File: src/rtl/fpu_pkg.sv
// Shared FPU forwarding definitions: register/latency widths, default depth and
// the layout of one in-flight entry, reused by issue and writeback logic.
package fpu_pkg;
  localparam int FPU_REG_W = 5;
  localparam int FPU_DEPTH = 4;
  localparam int FPU_LAT_W = 3;

  typedef struct packed {
    logic                 v;
    logic [FPU_REG_W-1:0] rd;
    logic [FPU_LAT_W-1:0] lat;
  } fpu_fwd_entry_t;

  // Issue latency is forced into 1..depth so every entry eventually becomes ready.
  function automatic int fpu_clamp_lat(int lat, int depth);
    if (lat < 1)     return 1;
    if (lat > depth) return depth;
    return lat;
  endfunction
endpackage

File: src/rtl/fpu_fwd_src_match.sv
// Per-source comparator: matches one operand against every in-flight entry and
// picks the youngest producer, reporting select, hit and stall.
module fpu_fwd_src_match
  import fpu_pkg::*;
#(
  parameter int DEPTH = FPU_DEPTH,
  parameter int REG_W = FPU_REG_W,
  parameter int LAT_W = FPU_LAT_W
) (
  input  logic                         src_valid,
  input  logic [REG_W-1:0]             src_rs,
  input  logic [DEPTH-1:0]             ent_v,
  input  logic [DEPTH-1:0][REG_W-1:0]  ent_rd,
  input  logic [DEPTH-1:0][LAT_W-1:0]  ent_lat,
  output logic [DEPTH-1:0]             sel,
  output logic                         hit,
  output logic                         stall
);
  logic [DEPTH-1:0] match;
  logic [DEPTH-1:0] rdy;
  logic             found;

  always_comb begin
    for (int i = 0; i < DEPTH; i++) begin
      match[i] = src_valid & ent_v[i] & (ent_rd[i] == src_rs);
      rdy[i]   = ((i + 1) >= int'(ent_lat[i]));
    end
  end

  // Stage 0 is youngest, so the first match scanning upward wins.
  always_comb begin
    sel   = '0;
    found = 1'b0;
    for (int i = 0; i < DEPTH; i++) begin
      if (match[i] && !found) begin
        sel[i] = 1'b1;
        found  = 1'b1;
      end
    end
  end

  assign hit   = |(sel & rdy);
  assign stall = |(sel & ~rdy);
endmodule

File: src/rtl/fpu_forward_unit.sv
// FPU forwarding unit: shadow pipeline of in-flight destination writes plus
// per-source youngest-producer bypass selection and decode stall.
module fpu_forward_unit
  import fpu_pkg::*;
#(
  parameter int DEPTH = FPU_DEPTH,
  parameter int NSRC  = 2,
  parameter int REG_W = FPU_REG_W,
  parameter int LAT_W = FPU_LAT_W
) (
  input  logic                    clk,
  input  logic                    rst,
  input  logic                    adv,
  input  logic                    flush,
  input  logic                    issue_valid,
  input  logic                    issue_wen,
  input  logic [REG_W-1:0]        issue_rd,
  input  logic [LAT_W-1:0]        issue_lat,
  input  logic [NSRC-1:0]         src_valid,
  input  logic [NSRC*REG_W-1:0]   src_rs,
  output logic [NSRC*DEPTH-1:0]   fwd_sel,
  output logic [NSRC-1:0]         fwd_hit,
  output logic                    stall,
  output logic                    busy
);
  logic [DEPTH-1:0]            v_q, v_d;
  logic [DEPTH-1:0][REG_W-1:0] rd_q, rd_d;
  logic [DEPTH-1:0][LAT_W-1:0] lat_q, lat_d;
  logic [LAT_W-1:0]            lat_in;
  logic [NSRC-1:0]             src_stall;

  assign lat_in = LAT_W'(fpu_clamp_lat(int'(issue_lat), DEPTH));

  // A stalled issue becomes a bubble so the held op is not entered twice.
  always_comb begin
    v_d   = v_q;
    rd_d  = rd_q;
    lat_d = lat_q;
    if (adv) begin
      for (int i = 1; i < DEPTH; i++) begin
        v_d[i]   = v_q[i-1];
        rd_d[i]  = rd_q[i-1];
        lat_d[i] = lat_q[i-1];
      end
      v_d[0]   = issue_valid & issue_wen & ~stall;
      rd_d[0]  = issue_rd;
      lat_d[0] = lat_in;
    end
  end

  always_ff @(posedge clk) begin
    if (rst || flush) v_q <= '0;
    else              v_q <= v_d;
    rd_q  <= rd_d;
    lat_q <= lat_d;
  end

  genvar j;
  generate
    for (j = 0; j < NSRC; j++) begin : g_src
      fpu_fwd_src_match #(
        .DEPTH (DEPTH),
        .REG_W (REG_W),
        .LAT_W (LAT_W)
      ) u_match (
        .src_valid (src_valid[j]),
        .src_rs    (src_rs[j*REG_W +: REG_W]),
        .ent_v     (v_q),
        .ent_rd    (rd_q),
        .ent_lat   (lat_q),
        .sel       (fwd_sel[j*DEPTH +: DEPTH]),
        .hit       (fwd_hit[j]),
        .stall     (src_stall[j])
      );
    end
  endgenerate

  assign stall = |src_stall;
  assign busy  = |v_q;
endmodule

File: config.mk
export PLATFORM = sky130hd
export DESIGN_NAME = fpu_forward_unit
export DESIGN_NICKNAME = d
export VERILOG_FILES = /design/src/rtl/fpu_pkg.sv /design/src/rtl/fpu_fwd_src_match.sv /design/src/rtl/fpu_forward_unit.sv
export SDC_FILE = /design/constraint.sdc
export NUM_CORES = 1
export LEC_CHECK = 0
export BUFFER_PORTS_ARGS = -buffer_cell sky130_fd_sc_hd__buf_4
export CORE_MARGIN = 2
export CORE_UTILIZATION = 40
export DETAILED_ROUTE_END_ITERATION = 7
export GPL_ROUTABILITY_DRIVEN = 0
export SYNTH_ARGS = -nofsm -noshare
export SYNTH_HDL_FRONTEND = slang
export SYNTH_SLANG_ARGS = --single-unit
File: constraint.sdc
create_clock -name clk -period 2.1 [get_ports clk]
set_clock_uncertainty 0.15 [all_clocks]
set_input_delay 0.315 -clock clk [delete_from_list [all_inputs] [get_ports clk]]
set_output_delay 0.315 -clock clk [all_outputs]
set_load 0.1 [all_outputs]
==> results.yml, run 1 <==
die:
  die_height_microns: 71.21
  design.core.area_sq_um: 4354
  die_area_sq_um: 5070
  design.portCount: 38
  starting_density_of_the_core_pct: 41.49
  die_w_microns: 71.21
  placementRows: 24
cells_and_area:
  filler_cell_count: 338
  multi_input_comb_area_sq_um: 828.3
  post_route_cells_drive_above_1_share_pct: 46.54
  regArea_sq_um: 1041
  finish.cell_count_without_fillers: 269
  final_core_utilization_pct: 62.90
  stdcell_area_sq_um: 2739
  areaGrowthSynthToFinish_pct: 51.59
  finalNetCount: 242
  insertedDiodeCount: 0
job:
  drv.max_cap_violation_count: 0
logic_synthesis:
  synth_edf_count: 32
  postSynth.topFlopCell: "sky130_fd_sc_hd__edfxtp_1"
  mappedNetlistArea_sq_um: 1807
  postSynthNetCount: 164
  synth_sequential_area_ratio_pct: 57.62
  yosysWarningCount: 0
  flip_flop_and_latch_count_after_synthesis: 36
  postSynthAreaPerCell_sq_um: 13.09
  post_synth_num_cell_types: 31
  ys_async_sr_fraction_pct: 0
  synthCells: 138
timing:
  layout_setup_ws_ns: -0.5903
  worstMarginPinSlew_ns: 0.4771
  slew-limit-headroom_pct: 68.19
  layout_worst_path_cycle_share_pct: 128.1
  period_minus_slack_ns: 2.690
  max_clock_freq_mhz: 371.7
  final-setup-viol-count: 10
  grt_setup_unrepaired: "true"
  final.hold.worst_slack_ns: 0.04204
  hold_viol: 0
  drv_slew: 0
clock_network:
  cts_htree_levels: 2
  cts-buffers-inserted: 5
  cts-hold-fix-buffers: 0
  clk_pin_slew_ns: 0.07
  clock_tree.root_cell: "sky130_fd_sc_hd__clkbuf_8"
  insertion_delay_ns: 0.29
  clock_sinks: 36
  tritoncts: "built"
  clock_path_buffers: 2
global_routing:
  grt_pass1_vias: 1362
  gr-usage-all-layers_pct: 18.60
  global_route.overflow_total: 0
  grt_pass1_wl_mm: 7.031
  pin_count_of_the_biggest_net_entering_global_routing: 38
  initial_antenna_violation_count: 0
pwr:
  power.leakage_nw: 1.038
  power_per_cell_area_nw_per_um2: 568.6
  irDropWorstVdd_mv: 0.3731
setup_path:
  critical_path.endpoint_type: "output pin"
  critPathSlowestCell: "sky130_fd_sc_hd__edfxtp_1"
  worst_path_cell_trace: "xor2_1, nor4_2, nand4_1, and4b_4, o21bai_4, o2111ai_4, buf_12"
  crit_arrival_ns: 2.23
  cp_slowest_stage_delay_ns: 0.43
  critPathMaxFanout: 3
  cp.required_ns: 1.63
  worst_setup_path_start_kind: "register"
  critPathKind: "reg -> out"
routing:
  drtPass1Iterations: 4
  drc: 0
  antenna_violating_nets_post_route: 0
  routed_wirelength_normalized_by_instance_count_microns: 16.04
  wl_mm: 4.315
  vias_per_cell: 5.134
  drtIter0Drc: 38
  dr_total_vias: 1381
placement:
  dpl-instance-area_sq_um: 2452
  port_buffers: 37
  dp_worst_setup_slack_ns: -0.3334
  placedCellCount: 256
  place.detailed.hpwl_mm: 3.194
hold_path:
  worstHoldPathType: "in -> reg"
status:
  status: "finished, violations left"
  failed_checks: "negative setup slack"
final cells by class:
cell class	instances	area share [%]
Multi-Input combinational cell	98	30.24
Clock inverter	3	0.5025
Clock buffer	5	2.513
Inverter	1	0.1370
Tap cell	52	2.376
Sequential cell	36	38.01
Timing Repair Buffer	74	26.22
path summary, 6_finish.rpt:
check                startpoint                  end  slack, ns  cells past startpoint
max reg2reg   rd_q[9]$_DFFE_PP_  v_q[0]$_SDFFE_PP0P_          0                      7
max           rd_q[9]$_DFFE_PP_                stall      -0.59                      7
min                 issue_rd[2]    rd_q[2]$_DFFE_PP_       0.04                      1
min reg2reg  lat_q[7]$_DFFE_PP_  lat_q[10]$_DFFE_PP_       0.28                      0
cells in the mapped netlist, types with 3 or more instances:
cell type | count | area [sq um]
sky130_fd_sc_hd__dfxtp_1 | 4 | 80.08
sky130_fd_sc_hd__edfxtp_1 | 32 | 960.9
sky130_fd_sc_hd__mux2i_1 | 4 | 40.04
sky130_fd_sc_hd__nand2_1 | 3 | 11.26
sky130_fd_sc_hd__nand3_1 | 4 | 20.02
sky130_fd_sc_hd__nand4_1 | 8 | 50.05
sky130_fd_sc_hd__nor2_1 | 6 | 22.52
sky130_fd_sc_hd__nor2_2 | 4 | 25.02
sky130_fd_sc_hd__nor3_1 | 4 | 20.02
sky130_fd_sc_hd__o21ai_1 | 4 | 20.02
sky130_fd_sc_hd__xnor2_1 | 24 | 210.2
sky130_fd_sc_hd__xor2_1 | 16 | 140.1
through the flow:
stage / power (mW) / setup TNS [ns]
after floorplan: 0.9650 / -3.251
after global placement: 1.087 / -1.551
after detailed placement: 1.093 / -1.893
after CTS: 1.574 / -4.164
after global routing: 1.627 / -5.041
final: 1.557 / -4.056
sequential cells by signal (all words and copies together), names as in the netlist:
register	count
lat_q	12
rd_q	20
v_q	4
per-layer routing:
metal / up-vias / global-route usage [%] / wire length (microns) / share of wire (%)
li1: 668 / - / - / -
met1: 665 / 24.24 / 1867 / 43
met2: 40 / 29.53 / 2183 / 51
met3: 8 / 4.986 / 207 / 4.8
met4: 0 / 7.338 / 57 / 1.3
met5: - / 0 / 0 / 0
worst max-delay path: cells and delay by family, from the launching register on:
family | cells | cell delay (ns)
buf+inv | 1 | 0.20
compound gates | 2 | 0.29
simple gates | 3 | 0.81
xor+xnor | 1 | 0.19
flops | 1 | 0.43
cell usage in the layout, fill, tap and decap left out, types with 2 or more instances in the layout:
| cell type | Yosys | routed |
|---|---|---|
| sky130_fd_sc_hd__and4b_4 | 1 | 2 |
| sky130_fd_sc_hd__dfxtp_1 | 4 | 4 |
| sky130_fd_sc_hd__nor4_2 | 2 | 2 |
| sky130_fd_sc_hd__nand4_1 | 8 | 8 |
| sky130_fd_sc_hd__nor2_4 | 0 | 4 |
| sky130_fd_sc_hd__buf_4 | 2 | 55 |
| sky130_fd_sc_hd__nand3_1 | 4 | 4 |
| sky130_fd_sc_hd__mux2i_1 | 4 | 4 |
| sky130_fd_sc_hd__edfxtp_1 | 32 | 32 |
| sky130_fd_sc_hd__nand2_1 | 3 | 2 |
| sky130_fd_sc_hd__a21oi_1 | 2 | 2 |
| sky130_fd_sc_hd__buf_6 | 0 | 8 |
| sky130_fd_sc_hd__o21ai_1 | 4 | 3 |
| sky130_fd_sc_hd__nor2_2 | 4 | 2 |
| sky130_fd_sc_hd__xor2_1 | 16 | 16 |
| sky130_fd_sc_hd__nor3_1 | 4 | 3 |
| sky130_fd_sc_hd__buf_12 | 0 | 10 |
| sky130_fd_sc_hd__nor2_1 | 6 | 4 |
| sky130_fd_sc_hd__o21ai_0 | 2 | 2 |
| sky130_fd_sc_hd__nor4_1 | 2 | 2 |
| sky130_fd_sc_hd__clkinv_2 | 0 | 2 |
| sky130_fd_sc_hd__clkbuf_8 | 0 | 5 |
| sky130_fd_sc_hd__xnor2_1 | 24 | 23 |
logic make-up (layout without fill, tap and decap cells):
group | Yosys count | in the layout | share of synthesized area, %
xor gates and xnor gates | 40 | 40 | 19.39
DFF | 36 | 36 | 57.62
and+or+nand+nor | 41 | 41 | 14.40
AOI/OAI and AO/OA | 13 | 13 | 5.125
buffers and inverters | 4 | 83 | 1.246
muxes | 4 | 4 | 2.216
power breakdown:
part,internal (mW),switching [mW],leakage (nW)
Sequential,0.832,0.0354,0.345
Clock,0.225,0.245,0.0453
Combinational,0.120,0.100,0.648
Total,1.18,0.381,1.04
what timing repair did:
item                                    CTS  global route
endpoints found under the setup margin   12            12
setup buffers                             4             1
pin swaps                                14             5
resized for setup                        38             2
Power figures use the tool's default switching activity.
==> run 2, diff against run 1 <==
--- a/config.mk
+++ b/config.mk
@@ -8,8 +8,10 @@
 export BUFFER_PORTS_ARGS = -buffer_cell sky130_fd_sc_hd__buf_4
 export CORE_MARGIN = 2
 export CORE_UTILIZATION = 40
+export CTS_BUF_LIST = sky130_fd_sc_hd__clkbuf_8
 export DETAILED_ROUTE_END_ITERATION = 7
 export GPL_ROUTABILITY_DRIVEN = 0
+export MAX_ROUTING_LAYER = met4
 export SYNTH_ARGS = -nofsm -noshare
 export SYNTH_HDL_FRONTEND = slang
 export SYNTH_SLANG_ARGS = --single-unit
==> results.yml, run 2 (same netlist as run 1, synthesis figures left out) <==
setup_path:
  cp.required_ns: 1.63
  critPathSlowestCell: "sky130_fd_sc_hd__edfxtp_1"
  crit_buf_inv: 1
  ff2ff_path_depth: 7
  rrSetupSlack_ns: 0.02
  crit_arrival_ns: 2.21
  worstReg2RegStart: "rd_q[9]$_DFFE_PP_"
  critPathMaxFanout: 3
  worst_setup_path_start_kind: "register"
  critical_path.endpoint_type: "output pin"
  worst_path_dominant_cell_family: "simple AND/OR/NAND/NOR gates"
  cp_slowest_stage_delay_ns: 0.43
  worst_r2r_endpoint: "v_q[0]$_SDFFE_PP0P_"
  critPathKind: "reg -> out"
  worst_path_cell_trace: "xor2_1, nor4_2, nand4_1, and4b_4, o21bai_4, o2111ai_4, buf_12"
timing:
  worstMarginPinSlew_ns: 0.4765
  layout_worst_path_cycle_share_pct: 127.5
  drv_slew: 0
  period_minus_slack_ns: 2.677
  final.hold.worst_slack_ns: 0.04528
  max_clock_freq_mhz: 373.6
  grt_setup_unrepaired: "true"
  layout_setup_ws_ns: -0.5769
  hold_viol: 0
  final-setup-viol-count: 10
  slew-limit-headroom_pct: 68.24
die:
  design.portCount: 38
  design.core.area_sq_um: 4354
  starting_density_of_the_core_pct: 41.49
  placementRows: 24
  die_height_microns: 71.21
  die_w_microns: 71.21
  die_area_sq_um: 5070
cells_and_area:
  post_route_cells_drive_above_1_share_pct: 46.54
  final_core_utilization_pct: 62.90
  finish.cell_count_without_fillers: 269
  insertedDiodeCount: 0
  largest_register_by_flop_count: "rd_q"
  final_common_cell: "sky130_fd_sc_hd__buf_4"
  largest_registers: "rd_q: 20 flops, lat_q: 12 flops, v_q: 4 flops"
  finalNetCount: 242
  largest_register_ffs: 20
  layout_common_cells: "sky130_fd_sc_hd__buf_4 (55), sky130_fd_sc_hd__edfxtp_1 (32), sky130_fd_sc_hd__xnor2_1 (23), sky130_fd_sc_hd__xor2_1 (16), sky130_fd_sc_hd__buf_12 (10)"
  filler_cell_count: 338
  areaGrowthSynthToFinish_pct: 51.59
routing:
  drc: 0
  drtPass1Iterations: 4
  wl_mm: 4.318
  dr_total_vias: 1381
  vias_per_cell: 5.134
  routed_wirelength_normalized_by_instance_count_microns: 16.05
  antenna_violating_nets_post_route: 0
  drtIter0Drc: 39
clock_network:
  clock_path_buffers: 2
  clk_pin_slew_ns: 0.07
  clock_tree.root_cell: "sky130_fd_sc_hd__clkbuf_8"
  cts-buffers-inserted: 5
  insertion_delay_ns: 0.29
  cts_htree_levels: 2
  tritoncts: "built"
  clock_sinks: 36
  cts-hold-fix-buffers: 0
pwr:
  cellInternalPower_mw: 1.177
  power_per_cell_area_nw_per_um2: 567.5
  combinationalPowerShare_pct: 14.2
  share_clk_of_total_power_pct: 30.0
  seqPwrFrac_pct: 55.8
  irDropWorstVdd_mv: 0.3697
  power_mw: 1.554
  power.leakage_nw: 1.038
  switching_share_pct: 24.30
  net-switching-power_mw: 0.3777
hold_path:
  hold_path_startpoint: "issue_rd[2]"
  hold_depth: 1
  worstHoldPathType: "in -> reg"
  min_to: "rd_q[2]$_DFFE_PP_"
placement:
  place.detailed.hpwl_mm: 3.194
  port_buffers: 37
  placedCellCount: 256
global_routing:
  grt_pass1_wl_mm: 7.038
  global_route.overflow_total: 0
  grt_pass1_vias: 1360
  pin_count_of_the_biggest_net_entering_global_routing: 38
  gr-usage-all-layers_pct: 19.20
  initial_antenna_violation_count: 0
job:
  drv.max_cap_violation_count: 0
status:
  status: "finished, violations left"
  failed_checks: "negative setup slack"
[run 2: cell counts in the layout (fill, tap and decap cells not counted)]
Identical to the previous run, type by type.
[run 2: metal layers]
metal | vias up | global-route usage (%) | wire length (microns)
met4 | 0 | 7.338 | 78
met1 | 670 | 24.43 | 1923
met3 | 10 | 4.986 | 177
met5 | - | - | 0
li1 | 666 | - | -
met2 | 35 | 29.42 | 2138
[run 2: timing repair]
action                     4_1_cts  5_1_grt
setup endpoints to repair       12       12
setup buffers                    4        1
gates resized for setup         38        2
gates cloned                     0        0
pin swaps                       14        5
[run 2: power by group through the flow]
stage                     sequential (mW)  clock [mW]  combinational, mW
after floorplan                     0.873           0             0.0921
after global placement              0.879           0              0.208
after detailed placement            0.883           0              0.210
after CTS                           0.867       0.488              0.220
after global routing                0.872       0.520              0.237
final                               0.867       0.467              0.221
[run 2: worst max path at each step]
stage          cells after the start  slack (ns)     to          startpoint
2_1_floorplan                      6       -0.75  stall  rd_q[14]$_DFFE_PP_
6_report                           7       -0.58  stall   rd_q[9]$_DFFE_PP_
4_1_cts                            7       -0.59  stall   rd_q[7]$_DFFE_PP_
3_3_place_gp                       7       -0.29  stall   rd_q[9]$_DFFE_PP_
3_5_place_dp                       7       -0.33  stall   rd_q[9]$_DFFE_PP_
5_1_grt                            7       -0.68  stall   rd_q[7]$_DFFE_PP_
[run 2: per-stage QoR]
| step | TNS (ns) | cell area [sq um] | worst slack (ns) |
|---|---|---|---|
| floorplan | -3.251 | 1892 | -0.7489 |
| global placement | -1.551 | 2452 | -0.2916 |
| detailed placement | -1.893 | 2452 | -0.3334 |
| CTS | -4.164 | 2724 | -0.5863 |
| global route | -5.061 | 2739 | -0.6824 |
| finish | -3.985 | 2739 | -0.5769 |
[run 2: worst register-to-register path: cells and delay by family (launching register included)]
kind,cells,cell delay [ns]
AO/OA/AOI/OAI,3,0.44
XOR/XNOR,1,0.19
flip-flops,1,0.43
AND/OR/NAND/NOR,3,0.80
[run 2: layout make-up]
type                    instances  area [sq um]  area share, %
inverters                       1         3.754         0.1370
clock buffers                   5         68.82          2.513
well taps                      52         65.06          2.376
repair buffers                 74         718.2          26.22
multi-input cells              98         828.3          30.24
flip-flops and latches         36          1041          38.01
clock inverters                 3         13.76         0.5025
==> run 3, diff against run 2 <==
==> constraint.sdc (replaced) <==
create_clock -name clk -period 3.1 [get_ports clk]
set_clock_uncertainty 0.15 [all_clocks]
set_input_delay 0.465 -clock clk [delete_from_list [all_inputs] [get_ports clk]]
set_output_delay 0.465 -clock clk [all_outputs]
set_load 0.1 [all_outputs]
==> results.yml, run 3 (same netlist as run 1, synthesis figures left out) <==
status:
  status: "finished, final reports clean"
clock_network:
  post_cts_buffers: 0
  clk_pin_slew_ns: 0.07
  tritoncts: "built"
  number_of_gates_resized_after_cts: 0
  cts-hold-fix-buffers: 0
  clock_path_buffers: 2
  cts-buffers-inserted: 5
  insertion_delay_ns: 0.29
  clock_tree.root_cell: "sky130_fd_sc_hd__clkbuf_8"
  cts_htree_levels: 2
  clock_sinks: 36
cells_and_area:
  finish.cell_count_without_fillers: 232
  largest_registers: "rd_q: 20 flops, lat_q: 12 flops, v_q: 4 flops"
  post_route_cells_drive_above_1_share_pct: 34.44
  layout_common_cells: "sky130_fd_sc_hd__buf_4 (37), sky130_fd_sc_hd__edfxtp_1 (32), sky130_fd_sc_hd__xnor2_1 (24), sky130_fd_sc_hd__xor2_1 (16), sky130_fd_sc_hd__nand4_1 (8)"
  largest_register_ffs: 20
  largest_register_by_flop_count: "rd_q"
  insertedDiodeCount: 0
  finalNetCount: 205
  areaGrowthSynthToFinish_pct: 27.22
  final_common_cell: "sky130_fd_sc_hd__buf_4"
routing:
  drtIter0Drc: 74
  wl_mm: 3.710
  drc: 0
  routed_wirelength_normalized_by_instance_count_microns: 15.99
  drtPass1Iterations: 4
  dr_total_vias: 1210
  vias_per_cell: 5.216
  antenna_violating_nets_post_route: 0
setup_path:
  critPathMaxFanout: 3
  rrSetupSlack_ns: 0.91
  critPathKind: "reg -> out"
  cp.required_ns: 2.48
  critical_path.endpoint_type: "output pin"
  crit_arrival_ns: 2.37
  worst_setup_path_start_kind: "register"
  ff2ff_path_depth: 7
  crit_path_start: "rd_q[10]$_DFFE_PP_"
  critical_path.endpoint: "stall"
  worst_r2r_endpoint: "v_q[0]$_SDFFE_PP0P_"
  worstReg2RegStart: "rd_q[10]$_DFFE_PP_"
global_routing:
  initial_antenna_violation_count: 0
  gr-usage-all-layers_pct: 16.74
  grt_pass1_wl_mm: 6.320
  pin_count_of_the_biggest_net_entering_global_routing: 38
  grt_pass1_vias: 1302
  top_usage_layer: "met2"
  global_route.overflow_total: 0
  gr-usage-met3_pct: 4.701
  grt_util_met2_pct: 23.87
  grt.met1_usage_pct: 23.30
placement:
  place.detailed.hpwl_mm: 2.803
  port_buffers: 37
  placedCellCount: 224
die:
  design.portCount: 38
  die_w_microns: 71.21
  placementRows: 24
  die_height_microns: 71.21
  starting_density_of_the_core_pct: 41.49
  die_area_sq_um: 5070
  design.core.area_sq_um: 4354
timing:
  slew-limit-headroom_pct: 67.45
  max_clock_freq_mhz: 335.4
  period_minus_slack_ns: 2.981
  layout_worst_path_cycle_share_pct: 96.17
  grt_setup_unrepaired: "false"
  drv_slew: 0
  setup_tns_ns: 0
  hold_viol: 0
  final-setup-viol-count: 0
  worstMarginPinSlew_ns: 0.4882
hold_path:
  worstHoldPathType: "in -> reg"
job:
  drv.max_cap_violation_count: 0
pwr:
  power.leakage_nw: 0.8262
  irDropWorstVdd_mv: 0.3041
  power_per_cell_area_nw_per_um2: 485.7
run 3: how the worst min path moves through the flow:
stage / startpoint / end / cells after the start
floorplan: lat_q[7]$_DFFE_PP_ / lat_q[10]$_DFFE_PP_ / 0
global placement: lat_q[6]$_DFFE_PP_ / lat_q[9]$_DFFE_PP_ / 0
detailed placement: lat_q[7]$_DFFE_PP_ / lat_q[10]$_DFFE_PP_ / 0
CTS: issue_rd[1] / rd_q[1]$_DFFE_PP_ / 1
global route: issue_rd[1] / rd_q[1]$_DFFE_PP_ / 1
finish: issue_rd[1] / rd_q[1]$_DFFE_PP_ / 1
run 3: cell type report:
cell class              count  area (sq um)
clock buffers               5         68.82
clock inverters             3         42.54
fillers                   376          2056
inverters                   1         3.754
multi-input cells          98         799.5
flip-flops and latches     36          1041
well taps                  52         65.06
repair buffers             37         277.8
run 3: where the power goes:
group          switching (mW)  leakage (nW)  internal (mW)  total, mW
sequential             0.0231         0.345          0.563      0.586
combinational          0.0617         0.427         0.0597      0.121
clock                   0.171        0.0541          0.238      0.409
total                   0.256         0.826          0.861       1.12
run 3: critical path: stages (launching register included):
cell and delay [ns]:
sky130_fd_sc_hd__edfxtp_1 0.43, sky130_fd_sc_hd__xor2_1 0.17, sky130_fd_sc_hd__nor4_1 0.36, sky130_fd_sc_hd__nand4_1 0.27, sky130_fd_sc_hd__and4b_4 0.28, sky130_fd_sc_hd__o21bai_2 0.16
sky130_fd_sc_hd__o2111ai_4 0.14, sky130_fd_sc_hd__buf_4 0.26
run 3: per-layer routing:
metal	part of all wire (%)	wire, microns
met1	48	1781
met2	45	1651
met3	6.3	235
met4	1.1	42
met5	0	0
run 3: through the flow:
| step | power, mW | area, sq um | utilization [%] | worst slack, ns | hold slack [ns] |
|---|---|---|---|---|---|
| 4_1_cts | 1.131 | 2298 | 52.79 | 0.1193 | 0.1843 |
| 5_1_grt | 1.167 | 2298 | 52.79 | 0.01335 | 0.1740 |
| 2_1_floorplan | 0.6538 | 1863 | - | 0.02584 | 0.2503 |
| 3_3_place_gp | 0.7178 | 2187 | 50.23 | 0.3381 | 0.2505 |
| 6_report | 1.116 | 2298 | 52.79 | 0.1187 | 0.1993 |
| 3_5_place_dp | 0.7189 | 2187 | 50.23 | 0.2620 | 0.2554 |
